## src/rtl/spi_master_if.sv

```systemverilog
// Control and serial signal bundle of the SPI master. The master modport is the
// controller's view and the slave modport is the view of the side that drives it.
interface spi_master_if;
    logic       start;
    logic [7:0] data_in;
    logic       miso;
    logic       sclk;
    logic       mosi;
    logic       cs;
    logic       busy;
    logic       done;
    logic [7:0] rx;

    modport master (
        input  start,
        input  data_in,
        input  miso,
        output sclk,
        output mosi,
        output cs,
        output busy,
        output done,
        output rx
    );

    modport slave (
        output start,
        output data_in,
        output miso,
        input  sclk,
        input  mosi,
        input  cs,
        input  busy,
        input  done,
        input  rx
    );
endinterface

```

## src/rtl/spi_master.sv

```systemverilog
// SPI master: one full-duplex, 8-bit, MSB-first frame per accepted start request.
// The SPI mode and the SCLK half-period in CLK cycles are set by parameters.
module spi_master #(
    parameter logic [1:0]  MODE    = 2'd3,
    parameter int unsigned CLK_DIV = 4
) (
    input  logic         i_clk,
    input  logic         i_rst_n,
    spi_master_if.master bus
);
    localparam logic       CPOL      = MODE[1];
    localparam logic       CPHA      = MODE[0];
    localparam logic [7:0] DIV_LAST  = 8'(CLK_DIV - 1);
    localparam logic [7:0] HOLD_LAST = 8'(CLK_DIV);
    localparam logic [4:0] EDGE_LAST = 5'd16;

    localparam logic [1:0] ST_IDLE  = 2'd0;
    localparam logic [1:0] ST_SETUP = 2'd1;
    localparam logic [1:0] ST_XFER  = 2'd2;
    localparam logic [1:0] ST_HOLD  = 2'd3;

    logic [1:0] r_state;
    logic [7:0] r_div;
    logic [4:0] r_edges;
    logic [7:0] r_tx_sh;
    logic [7:0] r_rx_sh;
    logic       r_sclk;
    logic       r_mosi;
    logic       r_cs;
    logic       r_busy;
    logic       r_done;
    logic [7:0] r_rx;

    logic [1:0] w_state_n;
    logic [7:0] w_div_n;
    logic [4:0] w_edges_n;
    logic [7:0] w_tx_sh_n;
    logic [7:0] w_rx_sh_n;
    logic       w_sclk_n;
    logic       w_mosi_n;
    logic       w_cs_n;
    logic       w_busy_n;
    logic       w_done_n;
    logic [7:0] w_rx_n;

    logic       w_div_hit;
    logic       w_hold_hit;
    logic [4:0] w_edge_inc;
    logic       w_sample_edge;

    assign w_div_hit  = (r_div == DIV_LAST);
    assign w_hold_hit = (r_div == HOLD_LAST);
    assign w_edge_inc = r_edges + 5'd1;
    // Odd edges lead; CPHA=0 samples on leading edges, CPHA=1 on trailing edges.
    assign w_sample_edge = w_edge_inc[0] ^ CPHA;

    // Next-state and next-output computation for the frame sequencer.
    always_comb begin
        w_state_n = r_state;
        w_div_n   = r_div;
        w_edges_n = r_edges;
        w_tx_sh_n = r_tx_sh;
        w_rx_sh_n = r_rx_sh;
        w_sclk_n  = r_sclk;
        w_mosi_n  = r_mosi;
        w_cs_n    = r_cs;
        w_busy_n  = r_busy;
        w_done_n  = 1'b0;
        w_rx_n    = r_rx;
        case (r_state)
            ST_IDLE: begin
                if (bus.start) begin
                    w_state_n = ST_SETUP;
                    w_div_n   = 8'd0;
                    w_edges_n = 5'd0;
                    w_rx_sh_n = 8'h00;
                    w_cs_n    = 1'b0;
                    w_busy_n  = 1'b1;
                    if (CPHA) begin
                        w_tx_sh_n = bus.data_in;
                    end else begin
                        w_mosi_n  = bus.data_in[7];
                        w_tx_sh_n = {bus.data_in[6:0], 1'b0};
                    end
                end else begin
                    w_state_n = ST_IDLE;
                end
            end
            ST_SETUP: begin
                if (w_div_hit) begin
                    w_div_n   = 8'd0;
                    w_state_n = ST_XFER;
                end else begin
                    w_div_n = r_div + 8'd1;
                end
            end
            ST_XFER: begin
                if (w_div_hit) begin
                    w_div_n   = 8'd0;
                    w_sclk_n  = ~r_sclk;
                    w_edges_n = w_edge_inc;
                    // No ninth bit is driven on the closing edge of the frame.
                    if (w_sample_edge) begin
                        w_rx_sh_n = {r_rx_sh[6:0], bus.miso};
                    end else if (w_edge_inc != EDGE_LAST) begin
                        w_mosi_n  = r_tx_sh[7];
                        w_tx_sh_n = {r_tx_sh[6:0], 1'b0};
                    end else begin
                        w_mosi_n = r_mosi;
                    end
                    if (w_edge_inc == EDGE_LAST) begin
                        w_state_n = ST_HOLD;
                    end else begin
                        w_state_n = ST_XFER;
                    end
                end else begin
                    w_div_n = r_div + 8'd1;
                end
            end
            ST_HOLD: begin
                if (w_hold_hit) begin
                    w_div_n   = 8'd0;
                    w_cs_n    = 1'b1;
                    w_busy_n  = 1'b0;
                    w_rx_n    = r_rx_sh;
                    w_done_n  = 1'b1;
                    w_state_n = ST_IDLE;
                end else begin
                    w_div_n = r_div + 8'd1;
                end
            end
            default: begin
                w_state_n = ST_IDLE;
                w_div_n   = 8'd0;
                w_edges_n = 5'd0;
                w_sclk_n  = CPOL;
                w_cs_n    = 1'b1;
                w_busy_n  = 1'b0;
            end
        endcase
    end

    // State and output registers with synchronous active-low reset.
    always_ff @(posedge i_clk) begin
        if (!i_rst_n) begin
            r_state <= ST_IDLE;
            r_div   <= 8'd0;
            r_edges <= 5'd0;
            r_tx_sh <= 8'h00;
            r_rx_sh <= 8'h00;
            r_sclk  <= CPOL;
            r_mosi  <= 1'b0;
            r_cs    <= 1'b1;
            r_busy  <= 1'b0;
            r_done  <= 1'b0;
            r_rx    <= 8'h00;
        end else begin
            r_state <= w_state_n;
            r_div   <= w_div_n;
            r_edges <= w_edges_n;
            r_tx_sh <= w_tx_sh_n;
            r_rx_sh <= w_rx_sh_n;
            r_sclk  <= w_sclk_n;
            r_mosi  <= w_mosi_n;
            r_cs    <= w_cs_n;
            r_busy  <= w_busy_n;
            r_done  <= w_done_n;
            r_rx    <= w_rx_n;
        end
    end

    assign bus.sclk = r_sclk;
    assign bus.mosi = r_mosi;
    assign bus.cs   = r_cs;
    assign bus.busy = r_busy;
    assign bus.done = r_done;
    assign bus.rx   = r_rx;
endmodule
```

## src/flat_wrapper.sv

```systemverilog
// flat-port wrapper written by rule: the top's interface ports become plain ports
module spi_master_flat 
#(
    parameter logic [1:0]  MODE    = 2'd3,
    parameter int unsigned CLK_DIV = 4
)
  (i_clk, i_rst_n, bus_start, bus_data_in, bus_miso, bus_sclk, bus_mosi, bus_cs, bus_busy, bus_done, bus_rx);
  spi_master_if bus_i ();
  input  logic i_clk;
  input  logic i_rst_n;
  input wire logic [$bits(bus_i.start)-1:0] bus_start;
  input wire logic [$bits(bus_i.data_in)-1:0] bus_data_in;
  input wire logic [$bits(bus_i.miso)-1:0] bus_miso;
  output wire logic [$bits(bus_i.sclk)-1:0] bus_sclk;
  output wire logic [$bits(bus_i.mosi)-1:0] bus_mosi;
  output wire logic [$bits(bus_i.cs)-1:0] bus_cs;
  output wire logic [$bits(bus_i.busy)-1:0] bus_busy;
  output wire logic [$bits(bus_i.done)-1:0] bus_done;
  output wire logic [$bits(bus_i.rx)-1:0] bus_rx;
  assign bus_i.start = bus_start;
  assign bus_i.data_in = bus_data_in;
  assign bus_i.miso = bus_miso;
  assign bus_sclk = bus_i.sclk;
  assign bus_mosi = bus_i.mosi;
  assign bus_cs = bus_i.cs;
  assign bus_busy = bus_i.busy;
  assign bus_done = bus_i.done;
  assign bus_rx = bus_i.rx;
  spi_master #(.MODE(MODE), .CLK_DIV(CLK_DIV)) u_core (.i_clk(i_clk), .i_rst_n(i_rst_n), .bus(bus_i));
endmodule
```

## config.mk

```make
export PLATFORM = sky130hd
export DESIGN_NAME = spi_master_flat
export DESIGN_NICKNAME = d
export VERILOG_FILES = /design/src/rtl/spi_master_if.sv /design/src/rtl/spi_master.sv /design/src/flat_wrapper.sv
export SDC_FILE = /design/constraint.sdc
export NUM_CORES = 1
export LEC_CHECK = 0
export BUFFER_PORTS_ARGS = -buffer_cell sky130_fd_sc_hd__buf_4
export CELL_PAD_IN_SITES_DETAIL_PLACEMENT = 0
export CELL_PAD_IN_SITES_GLOBAL_PLACEMENT = 1
export CORE_UTILIZATION = 23
export DETAILED_ROUTE_END_ITERATION = 8
export PLACE_DENSITY_LB_ADDON = 0.1
export SETUP_SLACK_MARGIN = 0.02
export SYNTH_ARGS = -nofsm -noshare
export SYNTH_HDL_FRONTEND = slang
export SYNTH_SLANG_ARGS = --single-unit
```

## constraint.sdc

```tcl
create_clock -name i_clk -period 5 [get_ports i_clk]
set_clock_uncertainty 0.05 [all_clocks]
set_input_delay 0.25 -clock i_clk [delete_from_list [all_inputs] [get_ports i_clk]]
set_output_delay 0.25 -clock i_clk [all_outputs]
set_load 0.005 [all_outputs]
```

==> impl_table.tex, run 1 <==
\begin{tabular}{lr}
\hline
Metric & Value \\
\hline
\multicolumn{2}{l}{\textbf{Outcome}} \\
Status & complete, but fails checks \\
Violated checks & DRC \\
\multicolumn{2}{l}{\textbf{Synthesis}} \\
Dominant combinational cell family by area after synthesis & compound AO/OA/AOI/OAI gates \\
Async set-or-reset flop fraction in the synthesized netlist & 0 \\
Mux share of post-synthesis cell area & 0.0802 \\
Area of the mapped netlist & 0.00212 mm\^{}2 \\
Per-instance average area after synthesis & 9.22 um\^{}2 \\
Post-Synthesis Cells & 230 \\
Post-synthesis sequential element count & 44 \\
Adder and majority gate portion of the synthesized area & 0.0472 \\
Number of library cell types mapped by synthesis & 45 \\
Area share of the largest cell type after synthesis & 0.415 \\
Biggest area consumer among synthesized cells & sky130\_fd\_sc\_hd\_\_dfxtp\_1 \\
Leading cell types by total area after synthesis & sky130\_fd\_sc\_hd\_\_dfxtp\_1 42\%, sky130\_fd\_sc\_hd\_\_mux2i\_1 8.0\%, sky130\_fd\_sc\_hd\_\_a21oi\_1 5.0\%, sky130\_fd\_sc\_hd\_\_ha\_1 4.7\%, sky130\_fd\_sc\_hd\_\_a311oi\_1 4.1\% \\
Post-synth EDFFs & 0 \\
Simple-gate share of the synthesized area & 0.146 \\
Syn. warnings & 0 \\
Sequential element share of the synthesized area & 0.415 \\
Post-synth top flop & sky130\_fd\_sc\_hd\_\_dfxtp\_1 \\
Compound-Gate Fraction of Synth Area & 0.260 \\
Synth Net Count & between 200 and 300 \\
XOR/XNOR Fraction of Synth Area & 0.00413 \\
\multicolumn{2}{l}{\textbf{Setup path}} \\
Critical path required time & $\sim$5000 ps \\
Worst flop-to-flop path startpoint & u\_core.r\_state[0]\$\_SDFFE\_PN0P\_ \\
Worst setup path start & u\_core.r\_state[0]\$\_SDFFE\_PN0P\_ \\
Critical path class & flop to flop \\
CP arrival & $\sim$2800 ps \\
Type of element launching the critical path & flop \\
Kind of end point of the critical path & flop \\
Maximum fanout count along the critical path & 18 \\
\multicolumn{2}{l}{\textbf{Die}} \\
Initial standard-cell utilization of the core & 0.241 \\
Number of placement rows & 34 \\
Core Footprint & just under 0.009 mm\^{}2 \\
Die Width & 98.0 um \\
Die height & 98.0 um \\
Die area & $\sim$0.0096 mm\^{}2 \\
Ports placed on the boundary & 25 \\
\multicolumn{2}{l}{\textbf{Route}} \\
Total via count after detailed routing & roughly 1,700 \\
Total routed wirelength & around 5.6 mm \\
Detailed-route vias per instance & around 4.9 \\
Routed len/inst & around 16 um \\
Initial DRC count & slightly above 90 \\
Iteration count of the initial detailed-routing pass & 6 \\
DR DRC count & 1 \\
ANT nets after route & 0 \\
\multicolumn{2}{l}{\textbf{Layout}} \\
Ratio of cells with drive above 1 in the final layout & 0.165 \\
Final Net Count & $\sim$270 \\
Cell area after layout & about 0.0025 mm\^{}2 \\
Most frequent standard cell in the layout excluding fill and tap cells & sky130\_fd\_sc\_hd\_\_dfxtp\_1 \\
Area growth from synthesis to layout & 19.6\% \\
Leading cell types in the layout, fill and taps excluded & 44 x sky130\_fd\_sc\_hd\_\_dfxtp\_1, 25 x sky130\_fd\_sc\_hd\_\_buf\_4, 21 x sky130\_fd\_sc\_hd\_\_a21oi\_1, 17 x sky130\_fd\_sc\_hd\_\_mux2i\_1, 16 x sky130\_fd\_sc\_hd\_\_nand2\_1 \\
Antenna diode instance count & 0 \\
Number of filler instances in the final layout & slightly above 900 \\
\multicolumn{2}{l}{\textbf{STA}} \\
Setup violation total in the final timing report & 0 \\
RSZ-0062 raised after global routing & no \\
Final hold violation count & 0 \\
Tightest Pin Transition & around 1100 ps \\
Sum of negative setup slack & 0 ps \\
Count of final max-slew check failures & 0 \\
Max frequency & approximately 0.38 GHz \\
Clock period minus final worst setup slack & between 2000 and 3000 ps \\
Worst slew margin relative to its limit & 0.259 \\
Portion of the clock cycle consumed by the worst path in the final layout & 0.532 \\
\multicolumn{2}{l}{\textbf{Worst hold path}} \\
Worst hold start & bus\_miso \\
Type of the tightest min-delay check & primary input to flop \\
\multicolumn{2}{l}{\textbf{CTS}} \\
\# H-tree levels & 2 \\
Max Buffers Root-to-Sink & 2 \\
Clock sink count & 44 \\
Resized cells post-CTS & 0 \\
TritonCTS clock tree & yes \\
Number of buffers created by CTS & 5 \\
CTS root buffer & sky130\_fd\_sc\_hd\_\_clkbuf\_8 \\
CTS hold repair buffers & 0 \\
Clock-pin transition on the worst setup and hold timing paths & $\sim$90 ps \\
Clk\_lat worst skew & 300 ps \\
Number of buffers inserted by post-CTS setup repair & 0 \\
\multicolumn{2}{l}{\textbf{GRT}} \\
Wire length of the first global-routing pass & slightly above 9 mm \\
Via count of the first global-routing pass & between 1,500 and 2,000 \\
All-layer global routing usage & 0.122 \\
Gr ovfl total & 0 \\
Maximum number of pins on one net before global-route repair & 33 \\
Initial antenna violation count & 0 \\
\multicolumn{2}{l}{\textbf{Placement}} \\
HPWL after DPL & 3.71 mm \\
Placed Area & between 0.002 and 0.0025 mm\^{}2 \\
Routability congestion estimate & $\sim$0.74 \\
Number of port buffers & 24 \\
\multicolumn{2}{l}{\textbf{Power and ir drop}} \\
Static power due to leakage & about 0.95 nW \\
Internal Pwr Total & about 0.77 mW \\
Switching Fraction & 0.337 \\
Maximum vdd drop & roughly 130 uV \\
Switching power total & 0.394 mW \\
Power share of the clock group & 0.326 \\
Part of the power in registers & 0.363 \\
Share of total power in combinational logic & 0.311 \\
Pwr Density & roughly 460 mW/mm\^{}2 \\
\multicolumn{2}{l}{\textbf{Job}} \\
Count of maximum capacitance violations & 0 \\
\hline
\end{tabular}
cell type report:
type	instances	area, um^2	share of cell area
inverter	9	33.8	0.0133
clock inverter	3	90.1	0.0355
multi-input combinational	162	1140	0.449
clock buffer	5	68.8	0.0271
tap	108	135	0.0533
sequential	44	881	0.347
timing repair buffer	25	188	0.0740
Yosys cell counts (3+ instances only):
cell	number
sky130_fd_sc_hd__dfxtp_1	44
sky130_fd_sc_hd__a21oi_1	21
sky130_fd_sc_hd__mux2i_1	17
sky130_fd_sc_hd__nand2_1	16
sky130_fd_sc_hd__nor2_1	13
sky130_fd_sc_hd__clkbuf_1	11
sky130_fd_sc_hd__a311oi_1	10
sky130_fd_sc_hd__inv_1	9
sky130_fd_sc_hd__a22o_1	8
sky130_fd_sc_hd__ha_1	8
sky130_fd_sc_hd__nand3_1	8
sky130_fd_sc_hd__a31o_2	5
sky130_fd_sc_hd__nand2b_1	5
sky130_fd_sc_hd__o21ai_0	5
sky130_fd_sc_hd__or3_1	4
sky130_fd_sc_hd__a221o_1	3
sky130_fd_sc_hd__a221oi_1	3
sky130_fd_sc_hd__nor3_1	3
sky130_fd_sc_hd__o21a_1	3
through the flow:
step	cells	power [mW]	hold WS (ps)	setup WS, ps	util
2_1_floorplan	230	0.700	326	2970	-
3_3_place_gp	348	0.806	405	2400	0.270
3_5_place_dp	348	0.798	409	2340	0.270
4_1_cts	356	1.18	96.6	2320	0.288
5_1_grt	356	1.25	100	2110	0.288
6_report	356	1.17	107	2340	0.288
cell families (layout without fill, tap and decap cells):
group | after synthesis | count (layout)
multiplexers | 17 | 17
adder cells (fa/ha/maj) | 8 | 8
buffers and inverters | 24 | 42
AO/OA/AOI/OAI | 75 | 75
XOR/XNOR | 1 | 1
AND/OR/NAND/NOR | 61 | 61
flip-flops | 44 | 44
power by group through the flow:
| stage | clock network, mW | logic [mW] | registers (mW) |
|---|---|---|---|
| finish | 0.381 | 0.364 | 0.423 |
| detailed placement | 0 | 0.367 | 0.431 |
| floorplan | 0 | 0.276 | 0.424 |
| CTS | 0.394 | 0.367 | 0.424 |
| global placement | 0 | 0.373 | 0.433 |
| global route | 0.411 | 0.405 | 0.429 |
registers in the layout (all words and copies together) (netlist names):
name             cells
u_core.bus.busy      1
u_core.bus.cs        1
u_core.bus.done      1
u_core.bus.mosi      1
u_core.bus.rx        8
u_core.bus.sclk      1
u_core.r_div         8
u_core.r_edges       5
u_core.r_rx_sh       8
u_core.r_state       2
u_core.r_tx_sh       8
per-layer routing:
layer  vias up  GRT usage  share of wire
li1        894          -              -
met1       816      0.171           0.51
met2        20      0.184           0.44
met3         7     0.0301          0.031
met4         0     0.0385          0.013
met5         -          0              0
worst paths after layout:
kind | slack [ps] | depth (start not counted) | end
setup / recovery | 2340 | 7 | u_core.r_rx_sh[2]$_SDFFE_PN0P_
hold / removal | 110 | 2 | u_core.r_rx_sh[0]$_SDFFE_PN0P_
setup reg to reg | 2340 | 7 | u_core.r_rx_sh[2]$_SDFFE_PN0P_
hold reg to reg | 420 | 2 | u_core.bus.mosi$_SDFFE_PN0P_
worst max-delay path, stage by stage, from the launching register on:
cell and delay, ps:
sky130_fd_sc_hd__dfxtp_1 350, sky130_fd_sc_hd__inv_1 110, sky130_fd_sc_hd__ha_1 730, sky130_fd_sc_hd__inv_1 310, sky130_fd_sc_hd__o21ai_2 200, sky130_fd_sc_hd__buf_4 240
sky130_fd_sc_hd__a21oi_1 230, sky130_fd_sc_hd__a22o_1 330
(Power assumes the default switching activity.)
==> run 2, diff against run 1 <==
- clock period: 5 -> 2.7 ns (I/O delays scaled with it)
==> run 2 against run 1 <==
Against the previous run:
- the run still ends with DRC left
- combinational power up 110%
- design area down 0.30%
- via count up 4.1%
- critical endpoint is now u_core.r_tx_sh[2]$_SDFFE_PN0P_
- largest cell class unchanged
==> impl_table.tex, run 2 (synthesis results as in run 1) <==
\begin{tabular}{lr}
\hline
Metric & Value \\
\hline
\multicolumn{2}{l}{\textbf{Setup path}} \\
Critical path required time & 2860 ps \\
Type of element launching the critical path & flop \\
Number of cells traversed by the worst register-to-register path & 5 \\
CP max-delay cell & sky130\_fd\_sc\_hd\_\_or4b\_1 \\
Cells traversed along the worst timing path & ha\_1 > or4b\_1 > o31ai\_4 > a21oi\_1 > a311oi\_1 \\
Kind of end point of the critical path & flop \\
Register-to-register setup slack & roughly 320 ps \\
CP bufs+invs & 0 \\
Worst setup path start & u\_core.r\_div[0]\$\_SDFFE\_PN0P\_ \\
Logic depth of the worst setup path including buffers & 5 \\
Maximum cell stage delay along the critical path & between 600 and 700 ps \\
Maximum fanout count along the critical path & 15 \\
FF-to-FF End & u\_core.r\_tx\_sh[2]\$\_SDFFE\_PN0P\_ \\
CP top delay family & compound AO/OA/AOI/OAI gates \\
Critical path class & flop to flop \\
Worst flop-to-flop path startpoint & u\_core.r\_div[0]\$\_SDFFE\_PN0P\_ \\
CP arrival & roughly 2500 ps \\
\multicolumn{2}{l}{\textbf{CTS}} \\
TritonCTS clock tree & yes \\
Clock sink count & 44 \\
Clock-pin transition on the worst setup and hold timing paths & roughly 90 ps \\
CTS root buffer & sky130\_fd\_sc\_hd\_\_clkbuf\_8 \\
Resized cells post-CTS & 0 \\
\# H-tree levels & 2 \\
Max Buffers Root-to-Sink & 2 \\
Number of buffers created by CTS & 5 \\
Clk\_lat worst skew & roughly 300 ps \\
\multicolumn{2}{l}{\textbf{Power and ir drop}} \\
Pwr Density & 773 mW/mm\^{}2 \\
Static power due to leakage & between 0.9 and 1 nW \\
Maximum vdd drop & 225 uV \\
\multicolumn{2}{l}{\textbf{Placement}} \\
Routability congestion estimate & $\sim$0.67 \\
Number of cells in the design after placement & roughly 360 \\
HPWL after DPL & 3.97 mm \\
Number of port buffers & 24 \\
\multicolumn{2}{l}{\textbf{Die}} \\
Ports placed on the boundary & 25 \\
Die area & around 0.0096 mm\^{}2 \\
Die height & 98.0 um \\
Die Width & 98.0 um \\
Core Footprint & roughly 0.0088 mm\^{}2 \\
Initial standard-cell utilization of the core & 0.241 \\
Number of placement rows & 34 \\
\multicolumn{2}{l}{\textbf{Route}} \\
Total via count after detailed routing & 1,808 \\
DR DRC count & 1 \\
Detailed-route vias per instance & between 4 and 5 \\
Iteration count of the initial detailed-routing pass & 6 \\
Total routed wirelength & 5.78 mm \\
Routed len/inst & roughly 16 um \\
Initial DRC count & 75 \\
ANT nets after route & 0 \\
\multicolumn{2}{l}{\textbf{STA}} \\
Tightest Pin Transition & between 1000 and 1500 ps \\
Sum of negative setup slack & 0 ps \\
Clock period minus final worst setup slack & $\sim$2400 ps \\
Count of final max-slew check failures & 0 \\
RSZ-0062 raised after global routing & no \\
Final hold violation count & 0 \\
Portion of the clock cycle consumed by the worst path in the final layout & 0.883 \\
Setup violation total in the final timing report & 0 \\
Worst slew margin relative to its limit & 0.323 \\
Max frequency & $\sim$0.42 GHz \\
\multicolumn{2}{l}{\textbf{GRT}} \\
Maximum number of pins on one net before global-route repair & 19 \\
All-layer global routing usage & 0.125 \\
Initial antenna violation count & 0 \\
Via count of the first global-routing pass & between 1,500 and 2,000 \\
Wire length of the first global-routing pass & 9.49 mm \\
Gr ovfl total & 0 \\
\multicolumn{2}{l}{\textbf{Worst hold path}} \\
Worst hold start & i\_rst\_n \\
Worst Hold Path EP & u\_core.bus.sclk\$\_SDFFE\_PN1P\_ \\
Worst hold path depth & 2 \\
Type of the tightest min-delay check & primary input to flop \\
\multicolumn{2}{l}{\textbf{Outcome}} \\
Status & complete, but fails checks \\
Violated checks & DRC \\
\multicolumn{2}{l}{\textbf{Layout}} \\
Area growth from synthesis to layout & 19.2\% \\
Antenna diode instance count & 0 \\
Final Net Count & around 280 \\
Final std cells w/o fill & about 360 \\
Ratio of cells with drive above 1 in the final layout & 0.188 \\
Most frequent standard cell in the layout excluding fill and tap cells & sky130\_fd\_sc\_hd\_\_dfxtp\_1 \\
Leading cell types in the layout, fill and taps excluded & 44 x sky130\_fd\_sc\_hd\_\_dfxtp\_1, 33 x sky130\_fd\_sc\_hd\_\_buf\_4, 21 x sky130\_fd\_sc\_hd\_\_a21oi\_1, 17 x sky130\_fd\_sc\_hd\_\_mux2i\_1, 16 x sky130\_fd\_sc\_hd\_\_nand2\_1 \\
\multicolumn{2}{l}{\textbf{Job}} \\
Count of maximum capacitance violations & 0 \\
\hline
\end{tabular}
run 2: layout make-up:
type | instances | area, um^2
clock buffers | 5 | 68.8
well taps | 108 | 135
repair buffers | 34 | 258
fillers | 927 | 6280
multi-input cells | 162 | 1140
inverters | 9 | 33.8
clock inverters | 2 | 12.5
flip-flops and latches | 44 | 881
run 2: metrics by stage:
stage	total power, mW	setup slack, ps	instance area [um^2]	utilization	hold WS (ps)
final	1.96	316	2530	0.287	74.1
after global routing	2.10	52.1	2530	0.287	75.5
after CTS	1.99	307	2530	0.287	67.4
after detailed placement	1.55	335	2440	0.277	300
after global placement	1.56	359	2440	0.277	299
after floorplan	1.30	667	2120	-	211
run 2: timing repair:
| action | CTS | global route |
|---|---|---|
| buffers inserted | 0 | 0 |
| hold buffers | 1 | 0 |
| hold endpoints to repair | 1 | 0 |
run 2: worst reg2reg max path, stage by stage, from the launching register on:
cell and delay, ps:
sky130_fd_sc_hd__dfxtp_1 400, sky130_fd_sc_hd__ha_1 250, sky130_fd_sc_hd__or4b_1 610, sky130_fd_sc_hd__o31ai_4 580, sky130_fd_sc_hd__a21oi_1 160, sky130_fd_sc_hd__a311oi_1 260
run 2: worst max path at each step:
| stage | to | slack, ps |
|---|---|---|
| final | u_core.r_tx_sh[2]$_SDFFE_PN0P_ | 320 |
| after global routing | u_core.r_rx_sh[4]$_SDFFE_PN0P_ | 50 |
| after CTS | u_core.r_tx_sh[2]$_SDFFE_PN0P_ | 310 |
| after detailed placement | u_core.r_tx_sh[4]$_SDFFE_PN0P_ | 340 |
| after global placement | u_core.r_tx_sh[2]$_SDFFE_PN0P_ | 360 |
| after floorplan | u_core.r_tx_sh[0]$_SDFFE_PN0P_ | 670 |
run 2: layer usage:
metal | vias up | track usage | share of wire
met2 | 24 | 0.187 | 0.44
met3 | 4 | 0.0251 | 0.030
li1 | 909 | - | -
met5 | - | 0 | 0
met1 | 871 | 0.178 | 0.53
met4 | 0 | 0.0373 | 0.0083
run 2: power by group:
group	total [mW]	switching (mW)	leakage [nW]	internal, mW
clock network	0.420	0.244	0.0400	0.176
registers	0.782	0.0516	0.357	0.730
logic	0.754	0.467	0.552	0.287
total	1.96	0.762	0.949	1.19
==> run 3, diff against run 2 <==
- CORE_ASPECT_RATIO: not set -> 1.75
==> run 3 against run 2 <==
Against the previous run:
- the flow now finishes without violations
- sequential cell count unchanged
- design area increased by 4.9%
- combinational power decreased by 1%
- critical path depth unchanged
- final cell count increased by 4.1%
- worst setup slack got worse by 7.6 ps
- critical path type unchanged
- largest power group unchanged
==> impl_table.tex, run 3 (synthesis results as in run 1) <==
\begin{tabular}{lr}
\hline
Metric & Value \\
\hline
\multicolumn{2}{l}{\textbf{CTS}} \\
CTS hold repair buffers & 0 \\
Clock sink count & between 40 and 50 \\
Clk\_lat worst skew & 290 ps \\
CTS root buffer & sky130\_fd\_sc\_hd\_\_clkbuf\_16 \\
\# H-tree levels & 2 \\
Number of buffers created by CTS & 5 \\
Clock-pin transition on the worst setup and hold timing paths & around 70 ps \\
TritonCTS clock tree & yes \\
Resized cells post-CTS & 0 \\
Number of buffers inserted by post-CTS setup repair & 0 \\
Max Buffers Root-to-Sink & 2 \\
\multicolumn{2}{l}{\textbf{Route}} \\
Highest metal used & met4 \\
Routed len/inst & 15.8 um \\
Routed met1 length & between 2 and 3 mm \\
Iteration count of the initial detailed-routing pass & 6 \\
Detailed-routed wire length on met3 & $\sim$120 um \\
Initial DRC count & 47 \\
DR DRC count & 0 \\
Total routed wirelength & approximately 6.0 mm \\
Total via count after detailed routing & approximately 1,800 \\
Detailed-route vias per instance & slightly below 5 \\
ANT nets after route & 0 \\
Wire length on met2 & between 3 and 4 mm \\
\multicolumn{2}{l}{\textbf{Setup path}} \\
Critical path class & flop to flop \\
FF-to-FF End & u\_core.r\_tx\_sh[5]\$\_SDFFE\_PN0P\_ \\
Register-to-register setup slack & between 300 and 400 ps \\
Critical path required time & roughly 2900 ps \\
CP arrival & 2540 ps \\
Worst flop-to-flop path startpoint & u\_core.r\_div[0]\$\_SDFFE\_PN0P\_ \\
Number of cells traversed by the worst register-to-register path & 5 \\
Kind of end point of the critical path & flop \\
Maximum fanout count along the critical path & 14 \\
Type of element launching the critical path & flop \\
\multicolumn{2}{l}{\textbf{GRT}} \\
Gr ovfl total & 0 \\
Wire length of the first global-routing pass & between 9 and 10 mm \\
Initial antenna violation count & 0 \\
Maximum number of pins on one net before global-route repair & 20 \\
Via count of the first global-routing pass & between 1,500 and 2,000 \\
All-layer global routing usage & 0.136 \\
\multicolumn{2}{l}{\textbf{Placement}} \\
Routability congestion estimate & 0.735 \\
Number of cells in the design after placement & approximately 370 \\
Number of port buffers & 24 \\
HPWL after DPL & about 4.3 mm \\
\multicolumn{2}{l}{\textbf{STA}} \\
RSZ-0062 raised after global routing & no \\
Setup violation total in the final timing report & 0 \\
Portion of the clock cycle consumed by the worst path in the final layout & 0.886 \\
Max frequency & 0.418 GHz \\
Count of final max-slew check failures & 0 \\
Sum of negative setup slack & 0 ps \\
Clock period minus final worst setup slack & between 2000 and 2500 ps \\
Worst slew margin relative to its limit & 0.410 \\
Tightest Pin Transition & 878 ps \\
Final hold violation count & 0 \\
\multicolumn{2}{l}{\textbf{Power and ir drop}} \\
Switching Fraction & 0.346 \\
Part of the power in registers & 0.344 \\
Static power due to leakage & about 1.0 nW \\
Internal Pwr Total & 1.49 mW \\
Power share of the clock group & 0.328 \\
Maximum vdd drop & approximately 310 uV \\
Pwr Density & $\sim$860 mW/mm\^{}2 \\
Switching power total & a little under 0.8 mW \\
Share of total power in combinational logic & 0.328 \\
\multicolumn{2}{l}{\textbf{Die}} \\
Initial standard-cell utilization of the core & 0.236 \\
Die height & approximately 130 um \\
Number of placement rows & 46 \\
Die area & roughly 0.0096 mm\^{}2 \\
Die Width & around 75 um \\
Core Footprint & around 0.0090 mm\^{}2 \\
Ports placed on the boundary & 25 \\
\multicolumn{2}{l}{\textbf{Worst hold path}} \\
Worst hold path depth & 2 \\
Worst Hold Path EP & u\_core.r\_rx\_sh[0]\$\_SDFFE\_PN0P\_ \\
Worst hold start & bus\_miso \\
Type of the tightest min-delay check & primary input to flop \\
\multicolumn{2}{l}{\textbf{Layout}} \\
Ratio of cells with drive above 1 in the final layout & 0.201 \\
Most frequent standard cell in the layout excluding fill and tap cells & sky130\_fd\_sc\_hd\_\_dfxtp\_1 \\
Leading cell types in the layout, fill and taps excluded & 44 x sky130\_fd\_sc\_hd\_\_dfxtp\_1, 36 x sky130\_fd\_sc\_hd\_\_buf\_4, 21 x sky130\_fd\_sc\_hd\_\_a21oi\_1, 17 x sky130\_fd\_sc\_hd\_\_mux2i\_1, 16 x sky130\_fd\_sc\_hd\_\_nand2\_1 \\
Final Net Count & between 200 and 300 \\
Area growth from synthesis to layout & 25.1\% \\
Antenna diode instance count & 0 \\
Final std cells w/o fill & around 380 \\
\multicolumn{2}{l}{\textbf{Outcome}} \\
Status & finished, final reports clean \\
\multicolumn{2}{l}{\textbf{Job}} \\
Count of maximum capacitance violations & 0 \\
\hline
\end{tabular}
run 3: critical path, cell delays in order (launching register included):
cell and delay, ps:
sky130_fd_sc_hd__dfxtp_1 400, sky130_fd_sc_hd__ha_1 240, sky130_fd_sc_hd__or4b_1 630, sky130_fd_sc_hd__o31ai_4 580
sky130_fd_sc_hd__a21oi_1 140, sky130_fd_sc_hd__a311oi_1 260
run 3: final cells by class:
cell class | count | area (um^2)
inverter | 9 | 33.8
fill | 1040 | 6330
sequential | 44 | 881
multi-input combinational | 162 | 1140
tap | 120 | 150
timing repair buffer | 36 | 270
clock inverter | 2 | 38.8
clock buffer | 6 | 139
run 3: power by group through the flow:
stage / logic, mW / clock network [mW] / registers, mW
3_5_place_dp: 0.758 / 0 / 0.799
2_1_floorplan: 0.511 / 0 / 0.786
4_1_cts: 0.762 / 0.773 / 0.785
6_report: 0.745 / 0.746 / 0.782
5_1_grt: 0.828 / 0.795 / 0.794
3_3_place_gp: 0.765 / 0 / 0.798
run 3: layer usage:
metal | global-route usage | vias up
met5 | 0 | -
met4 | 0.0599 | 0
met3 | 0.0257 | 7
met2 | 0.241 | 21
met1 | 0.155 | 883
li1 | - | 913
run 3: worst max path at each step:
stage | startpoint | to | cells past startpoint
after global placement | u_core.r_div[0]$_SDFFE_PN0P_ | u_core.r_tx_sh[5]$_SDFFE_PN0P_ | 5
after detailed placement | u_core.r_div[0]$_SDFFE_PN0P_ | u_core.r_tx_sh[5]$_SDFFE_PN0P_ | 5
after CTS | u_core.r_div[0]$_SDFFE_PN0P_ | u_core.r_tx_sh[5]$_SDFFE_PN0P_ | 5
after floorplan | u_core.r_div[0]$_SDFFE_PN0P_ | u_core.r_tx_sh[0]$_SDFFE_PN0P_ | 7
final | u_core.r_div[0]$_SDFFE_PN0P_ | u_core.r_tx_sh[5]$_SDFFE_PN0P_ | 5
after global routing | u_core.r_div[0]$_SDFFE_PN0P_ | u_core.r_rx_sh[3]$_SDFFE_PN0P_ | 5
run 3: through the flow:
step           cell area [um^2]  hold slack, ps  setup slack [ps]  total power, mW  utilization
5_1_grt                    2650            2.04              99.9             2.42        0.295
3_3_place_gp               2470             306               331             1.56        0.276
3_5_place_dp               2470             321               307             1.56        0.276
4_1_cts                    2650            10.2               265             2.32        0.295
6_report                   2650            18.5               309             2.27        0.295
2_1_floorplan              2120             211               667             1.30            -
